===== src/rtl/instr_realign_fifo.sv =====
// instr_realign_fifo: word FIFO between fetch and decode that extracts one 16/32-bit instruction per cycle.
// Define RVC_EN for halfword (compressed) extraction; otherwise each entry is one 32-bit instruction.
module instr_realign_fifo #(
    parameter int DEPTH      = 4,
    parameter int ADDR_WIDTH = 32
) (
    input  logic                   clk,
    input  logic                   rst_n,
    input  logic                   flush_i,
    input  logic [ADDR_WIDTH-1:0]  flush_addr_i,
    input  logic                   in_valid_i,
    output logic                   in_ready_o,
    input  logic [31:0]            in_instr_i,
    input  logic [ADDR_WIDTH-1:0]  in_addr_i,
    output logic                   out_valid_o,
    input  logic                   out_ready_i,
    output logic [31:0]            out_instr_o,
    output logic [ADDR_WIDTH-1:0]  out_addr_o,
    output logic                   out_compressed_o,
    output logic [$clog2(DEPTH):0] count_o
);
    localparam int IW = $clog2(DEPTH);
    localparam logic [IW:0] FULL = (IW+1)'(DEPTH);

    logic [31:0]           word_q [DEPTH];
    logic [ADDR_WIDTH-3:0] addr_q [DEPTH];
    logic [IW:0]           wptr_q, wptr_d;
    logic [IW+1:0]         rptr_q, rptr_d, avail;
    logic [IW-1:0]         ridx;
    logic                  is_c, wr_en, rd_en, flush_half, unused_bits;
`ifdef RVC_EN
    logic [IW-1:0]         nidx;
    logic [15:0]           hw0, hw1;
`endif

    always_comb begin
        ridx        = rptr_q[IW:1];
        count_o     = wptr_q - rptr_q[IW+1:1];
        avail       = {wptr_q, 1'b0} - rptr_q;
        in_ready_o  = (count_o < FULL) && !flush_i;
        wr_en       = in_valid_i && in_ready_o;
        out_addr_o  = {addr_q[ridx], rptr_q[0], 1'b0};
        unused_bits = ^{in_addr_i[1:0], flush_addr_i};
`ifdef RVC_EN
        nidx             = ridx + IW'(1);
        hw0              = rptr_q[0] ? word_q[ridx][31:16] : word_q[ridx][15:0];
        hw1              = rptr_q[0] ? word_q[nidx][15:0] : word_q[ridx][31:16];
        is_c             = hw0[1:0] != 2'b11;
        out_valid_o      = !flush_i && (is_c ? avail != '0 : avail > (IW+2)'(1));
        out_instr_o      = is_c ? {16'h0, hw0} : {hw1, hw0};
        // hw0 of an empty FIFO decodes as compressed; only report it for a real instruction
        out_compressed_o = out_valid_o && is_c;
        flush_half       = flush_addr_i[1];
`else
        is_c             = 1'b0;
        out_valid_o      = !flush_i && count_o != '0;
        out_instr_o      = word_q[ridx];
        out_compressed_o = 1'b0;
        flush_half       = 1'b0;
`endif
        rd_en  = out_valid_o && out_ready_i;
        rptr_d = flush_i ? {{(IW+1){1'b0}}, flush_half}
                         : rptr_q + (rd_en ? {{IW{1'b0}}, !is_c, is_c} : '0);
        wptr_d = flush_i ? '0 : wptr_q + {{IW{1'b0}}, wr_en};
    end

    always_ff @(posedge clk or negedge rst_n) begin
        if (!rst_n) begin
            wptr_q <= '0;
            rptr_q <= '0;
            for (int i = 0; i < DEPTH; i++) begin
                word_q[i] <= '0;
                addr_q[i] <= '0;
            end
        end else begin
            wptr_q <= wptr_d;
            rptr_q <= rptr_d;
            if (wr_en) begin
                word_q[wptr_q[IW-1:0]] <= in_instr_i;
                addr_q[wptr_q[IW-1:0]] <= in_addr_i[ADDR_WIDTH-1:2];
            end
        end
    end
endmodule


===== config.mk =====
export PLATFORM = sky130hd
export DESIGN_NAME = instr_realign_fifo
export DESIGN_NICKNAME = d
export VERILOG_FILES = /design/src/rtl/instr_realign_fifo.sv
export SDC_FILE = /design/constraint.sdc
export NUM_CORES = 1
export LEC_CHECK = 0
export ABC_CLOCK_PERIOD_IN_PS = 2680
export BUFFER_PORTS_ARGS = -buffer_cell sky130_fd_sc_hd__buf_2
export CAP_MARGIN = 20
export CORE_MARGIN = 1
export CORE_UTILIZATION = 51
export CTS_BUF_LIST = sky130_fd_sc_hd__clkbuf_4 sky130_fd_sc_hd__clkbuf_8
export DETAILED_ROUTE_END_ITERATION = 8
export PLACE_DENSITY = 0.86
export SLEW_MARGIN = 25
export SYNTH_ARGS = -nofsm -noshare
export SYNTH_HDL_FRONTEND = slang
export SYNTH_SLANG_ARGS = --single-unit
export TNS_END_PERCENT = 50

===== constraint.sdc =====
create_clock -name clk -period 2.68 [get_ports clk]
set_input_delay 0.268 -clock clk [delete_from_list [all_inputs] [get_ports clk]]
set_output_delay 0.268 -clock clk [all_outputs]
set_load 0.02 [all_outputs]

After elaboration in Yosys (flattened, before gate mapping)

Cells that the tools add are included.

Logic and storage cells: 41
Flip-flop bits (word level): 255
Input bits: 101
Output and inout port bits: 70

Reductions and logical operators: 7
Bitwise gates (word level): 2
Muxes and demuxes: 15
Order comparisons: 4
$add $sub $neg: 3

Operators with widths:

| operator             | count |
|---|---|
| $bwmux W128          | 1 |
| $bwmux W120          | 1 |
| $mux W32             | 3 |
| $mux W30             | 3 |
| $bmux W32 S2         | 1 |
| $demux W32 S2        | 1 |
| $bmux W30 S2         | 1 |
| $demux W30 S2        | 1 |
| $ge A3 B3 Y1 const B | 2 |
| $not A2 Y3           | 2 |
| $logic_and A1 B1 Y1  | 5 |
| $add A4 B2 Y4        | 1 |
| $mux W4              | 1 |
| $add A3 B1 Y3        | 1 |
| $lt A3 B1 Y1 const B | 1 |
| $lt A3 B3 Y1 const B | 1 |
| $mux W3              | 1 |
| $reduce_bool A3 Y1   | 1 |
| $sub A3 B3 Y3        | 1 |
| $mux W2              | 1 |
| $logic_not A1 Y1     | 1 |

Longest topological paths before layout

Depth in word-level cells: 7
Mapped depth: 10
Depth with buffers taken out: 10

Least setup slack after synthesis

No wires, ideal clock.

Path kind: register to register
From: reg wptr_q[0]
To: reg addr_q[100] in the netlist's numbering
Required time: 2.555 ns
Cell stages (with the launch flop): 9
Path buffers: 2
Path slack: 0.082 ns
Clock period less this slack: 2.598 ns
Arrival: 2.473 ns
Path through: dfrtp_1 -> inv_1 -> ha_1 -> fa_1 -> xor3_2 -> or4_1 -> buf_6 -> buf_12 -> mux2_4

Elaborated cells between the ends (all ways): 11
Those cells by class: add/sub (1); order compare (3); mux (3); bitwise (1); reduce/logical (3)

RTL lines:

| element                         | RTL line | text |
|---|---|---|
| from (decl)                     | 27       | `logic [IW:0] wptr_q, wptr_d;` |
| from (signal assigned)          | 76       | `wptr_q <= wptr_d;` |
| $sub A3 B3 Y3                   | 38       | `count_o = wptr_q - rptr_q[IW+1:1];` |
| net count_o[2]                  | 20       | `output logic [$clog2(DEPTH):0] count_o` |
| $lt A3 B3 Y1                    | 40       | `in_ready_o = (count_o < FULL) && !flush_i;` |
| $logic_and A1 B1 Y1             | 40       |  |
| $logic_and A1 B1 Y1             | 41       | `wr_en = in_valid_i && in_ready_o;` |
| to (signal, indexed assignment) | 80       | `addr_q[wptr_q[IW-1:0]] <= in_addr_i[ADDR_WIDTH-1:2];` |
| to (decl)                       | 26       | `logic [ADDR_WIDTH-3:0] addr_q [DEPTH];` |

The timed path passes the listed nets, and every way through them passes these cells.
A chain may end at the register's enable or synchronous reset.

Worst setup path in the final report

From: reg rptr_q[1]
To: reg word_q[112] in the netlist's numbering

Cells in the longest elaborated chain, start to end: 4

Ends and longest elaborated chain:

| element                         | RTL line | text |
|---|---|---|
| from (decl)                     | 28       | `logic [IW+1:0] rptr_q, rptr_d, avail;` |
| from (signal assigned)          | 77       | `rptr_q <= rptr_d;` |
| $sub A3 B3 Y3                   | 38       |  |
| $lt A3 B3 Y1                    | 40       |  |
| $logic_and A1 B1 Y1             | 40       |  |
| $logic_and A1 B1 Y1             | 41       |  |
| to (signal, indexed assignment) | 79       | `word_q[wptr_q[IW-1:0]] <= in_instr_i;` |
| to (decl)                       | 25       | `logic [31:0] word_q [DEPTH];` |

Every way passes these cells.

==> reports/qor.yml <==
power_and_ir_drop:
  leakagePower_nw: 7.131
  pwr-share-seq_pct: 42.8
  p_sw_mw: 3.572
  p_int_mw: 9.317
  swShare_pct: 27.71
  power_density_nw_per_um2: 893.6
  power_frac_clock_pct: 27.9
  combPwrFrac_pct: 29.3
  max-vdd-ir-drop_v: 0.0005154
sta:
  final-hold-violation-count: 0
  min_period_over_period_pct: 97.80
  setup_ws_ns: 0.05883
  drv_slew: 0
  fmax_ghz: 0.3815
  rsz0062_at_grt: "yes"
  finalSetupViolCount: 0
  fin_tns_setup_ns: 0
  skew_ns: 0.02224
  tightest_slew_ns: 0.9717
  max-slew-margin-rel_pct: 35.22
  hold-worst-slack_ns: 0.03297
  fin_crit_ns: 2.621
floorplan:
  row_count: 55
  die_x_um: 155.3
  initial_core_util_pct: 52.44
  io_pins: 171
  fp.coreArea_um2: 22850
  dieArea_um2: 24110
  die_h_um: 155.3
clock_tree:
  htree_levels: 2
  cts_tree: "done"
  clk_pin_slew_ns: 0.06
  cts_max_path_buffers: 3
  cts_buffers: 44
  insertion_delay_ns: 0.53
  clock-root-buffer: "clkbuf_8"
  clkSinkCount: 254
detailed_routing:
  drcViolationCount: 0
  wl_per_cell_um: 20.20
  dr_total_vias: 6317
  via_per_inst: 5.295
  initialDrtViolationCount: 231
  ant_nets: 0
  wl_mm: 24.10
  dr.pass1.iters: 4
logic_synthesis:
  syn_inst: 638
  synth.most_common_cell: "dfrtp_1"
  ys_seq_area_share_pct: 53.05
  synth_common_cells: "254 x dfrtp_1, 180 x mux2_4, 63 x mux2_2"
  synth_area_leaders: "dfrtp_1 53%, mux2_4 23%, mux4_2 12%"
  synth-main-ff-cell: "dfrtp_1"
  synth_area_um2: 11980
  synth_cell_types: 24
  synth_enable_flop_cells: 0
  synth.avg_cell_area_um2: 18.78
  ys_ff_latch: 254
  synth.largest_area_cell: "dfrtp_1"
  yosysWarnings: 0
  ys_async_sr_fraction_pct: 100.0
  yosysTopAreaCellShare_pct: 53.05
global_routing:
  first_global_vias: 7329
  grt_pass1_wl_mm: 39.40
  antenna_found_initial: 1
  grt_usage_pct: 20.91
  grt_overflow_total: 0
  grt_start_max_net_pins: 94
place:
  place_hpwl_mm: 14.09
  pre_cts_slack_ns: 0.02228
  port_buffers: 133
  placed_cell_area_um2: 12940
  place.gp.congestion: 0.7463
setup_path:
  worst-path-max-fanout: 15
  reg2reg_slack_ns: 0.06
  r2r-end: "word_q[112]"
  start_kind: "register"
  crit_type: "register to register"
  timing.rr.start: "rptr_q[1]"
  ff2ff_path_depth: 6
  cp.arrival_ns: 3.03
  critPathCaptureType: "register"
  crit_required_ns: 3.09
finish:
  final_area_um2: 14420
  fillCellCount: 1591
  nets: 959
  drive_gt1_share_pct: 62.34
  area_growth_pct: 20.38
min_path:
  whs_path_depth: 2
  min_to: "wptr_q[2]"
  min_path_type: "primary input to register"
  holdCritStartpoint: "flush_i"
status:
  outcome: "finished clean"
job:
  cap_violations: 0
==> logic make-up after synthesis <==
kind of cell	share of synthesized area [%]
muxes	40.60
DFF	53.05
buffers and inverters	4.386
and+or+nand+nor	0.8041
adders and majority gates	0.6892
xor gates and xnor gates	0.3550
other	0.03130
AOI/OAI and AO/OA	0.08355
==> timing repair <==
action                                  4_1_cts  5_1_grt
hold endpoints to repair                    232        0
endpoints found under the setup margin        1      113
hold buffers                                 50        0
cloned                                        0        2
setup buffers                                 0        0
resized for setup                             3        4
==> sequential cells by signal (all words and copies together), names as in the netlist <==
name and cells:
word_q 128, wptr_q 3, rptr_q 3, addr_q 120
==> metrics by stage <==
| stage | power (mW) | utilization (%) | instances |
|---|---|---|---|
| after floorplan | 8.264 | - | 640 |
| after global placement | 9.076 | 56.64 | 1067 |
| after detailed placement | 9.236 | 56.64 | 1067 |
| after CTS | 12.99 | 62.83 | 1190 |
| after global routing | 13.52 | 63.13 | 1193 |
| final | 12.89 | 63.13 | 1193 |
==> layer usage <==
metal | routed length (um) | vias to the layer above | track usage (%)
met3 | 1085 | 42 | 4.763
met2 | 11860 | 123 | 34.53
met1 | 10710 | 3359 | 27.73
met5 | 0 | - | 0
li1 | - | 2793 | -
met4 | 446 | 0 | 6.303
==> worst max-delay path: stages, from the launching register on <==
cell	delay, ns
dfrtp_4	0.50
ha_4	0.17
fa_2	0.32
xor3_2	0.32
or4_4	0.65
buf_12	0.22
mux2_4	0.31
==> power groups by stage <==
stage                     combinational (mW)  clock, mW  sequential, mW
after floorplan                         2.95          0            5.31
after global placement                  3.61          0            5.47
after detailed placement                3.72          0            5.52
after CTS                               3.80       3.69            5.50
after global routing                    4.02       3.86            5.64
final                                   3.78       3.59            5.51
==> cell type report <==
cell class	count	area (um^2)	share of cell area, %
flip-flops and latches	254	6361	44.10
multi-input cells	337	5141	35.64
repair buffers	210	1610	11.16
clock buffers	68	848.3	5.881
well taps	313	391.6	2.715
clock inverters	5	50.05	0.3470
inverters	5	18.77	0.1301
diodes	1	2.502	0.01735
==> worst max path at each step <==
| stage | from | endpoint | slack (ns) | cells past startpoint |
|---|---|---|---|---|
| 2_1_floorplan | wptr_q[0] | addr_q[100] | 0.08 | 8 |
| 3_3_place_gp | rptr_q[1] | addr_q[93] | 0.04 | 6 |
| 3_5_place_dp | rptr_q[1] | word_q[96] | 0.02 | 6 |
| 4_1_cts | rptr_q[1] | word_q[96] | 0.0002 | 6 |
| 5_1_grt | rptr_q[1] | addr_q[102] | 0.005 | 6 |
| 6_report | rptr_q[1] | word_q[112] | 0.06 | 6 |
==> placed cells by master, fill, tap and decap left out, types with 2 or more instances in the layout <==
master	count
dfrtp_1	252
mux2_4	180
buf_2	130
mux2_2	63
mux4_2	62
clkbuf_8	54
dlygate4sd3_1	50
buf_12	15
clkbuf_4	14
buf_4	11
inv_1	5
mux2_1	5
nor2_1	4
nor2b_1	4
ha_1	4
clkinv_2	4
or4_4	3
conb_1	3
xnor2_1	2
clkbuf_16	2
Note: power is estimated with default switching activity, not from simulation.
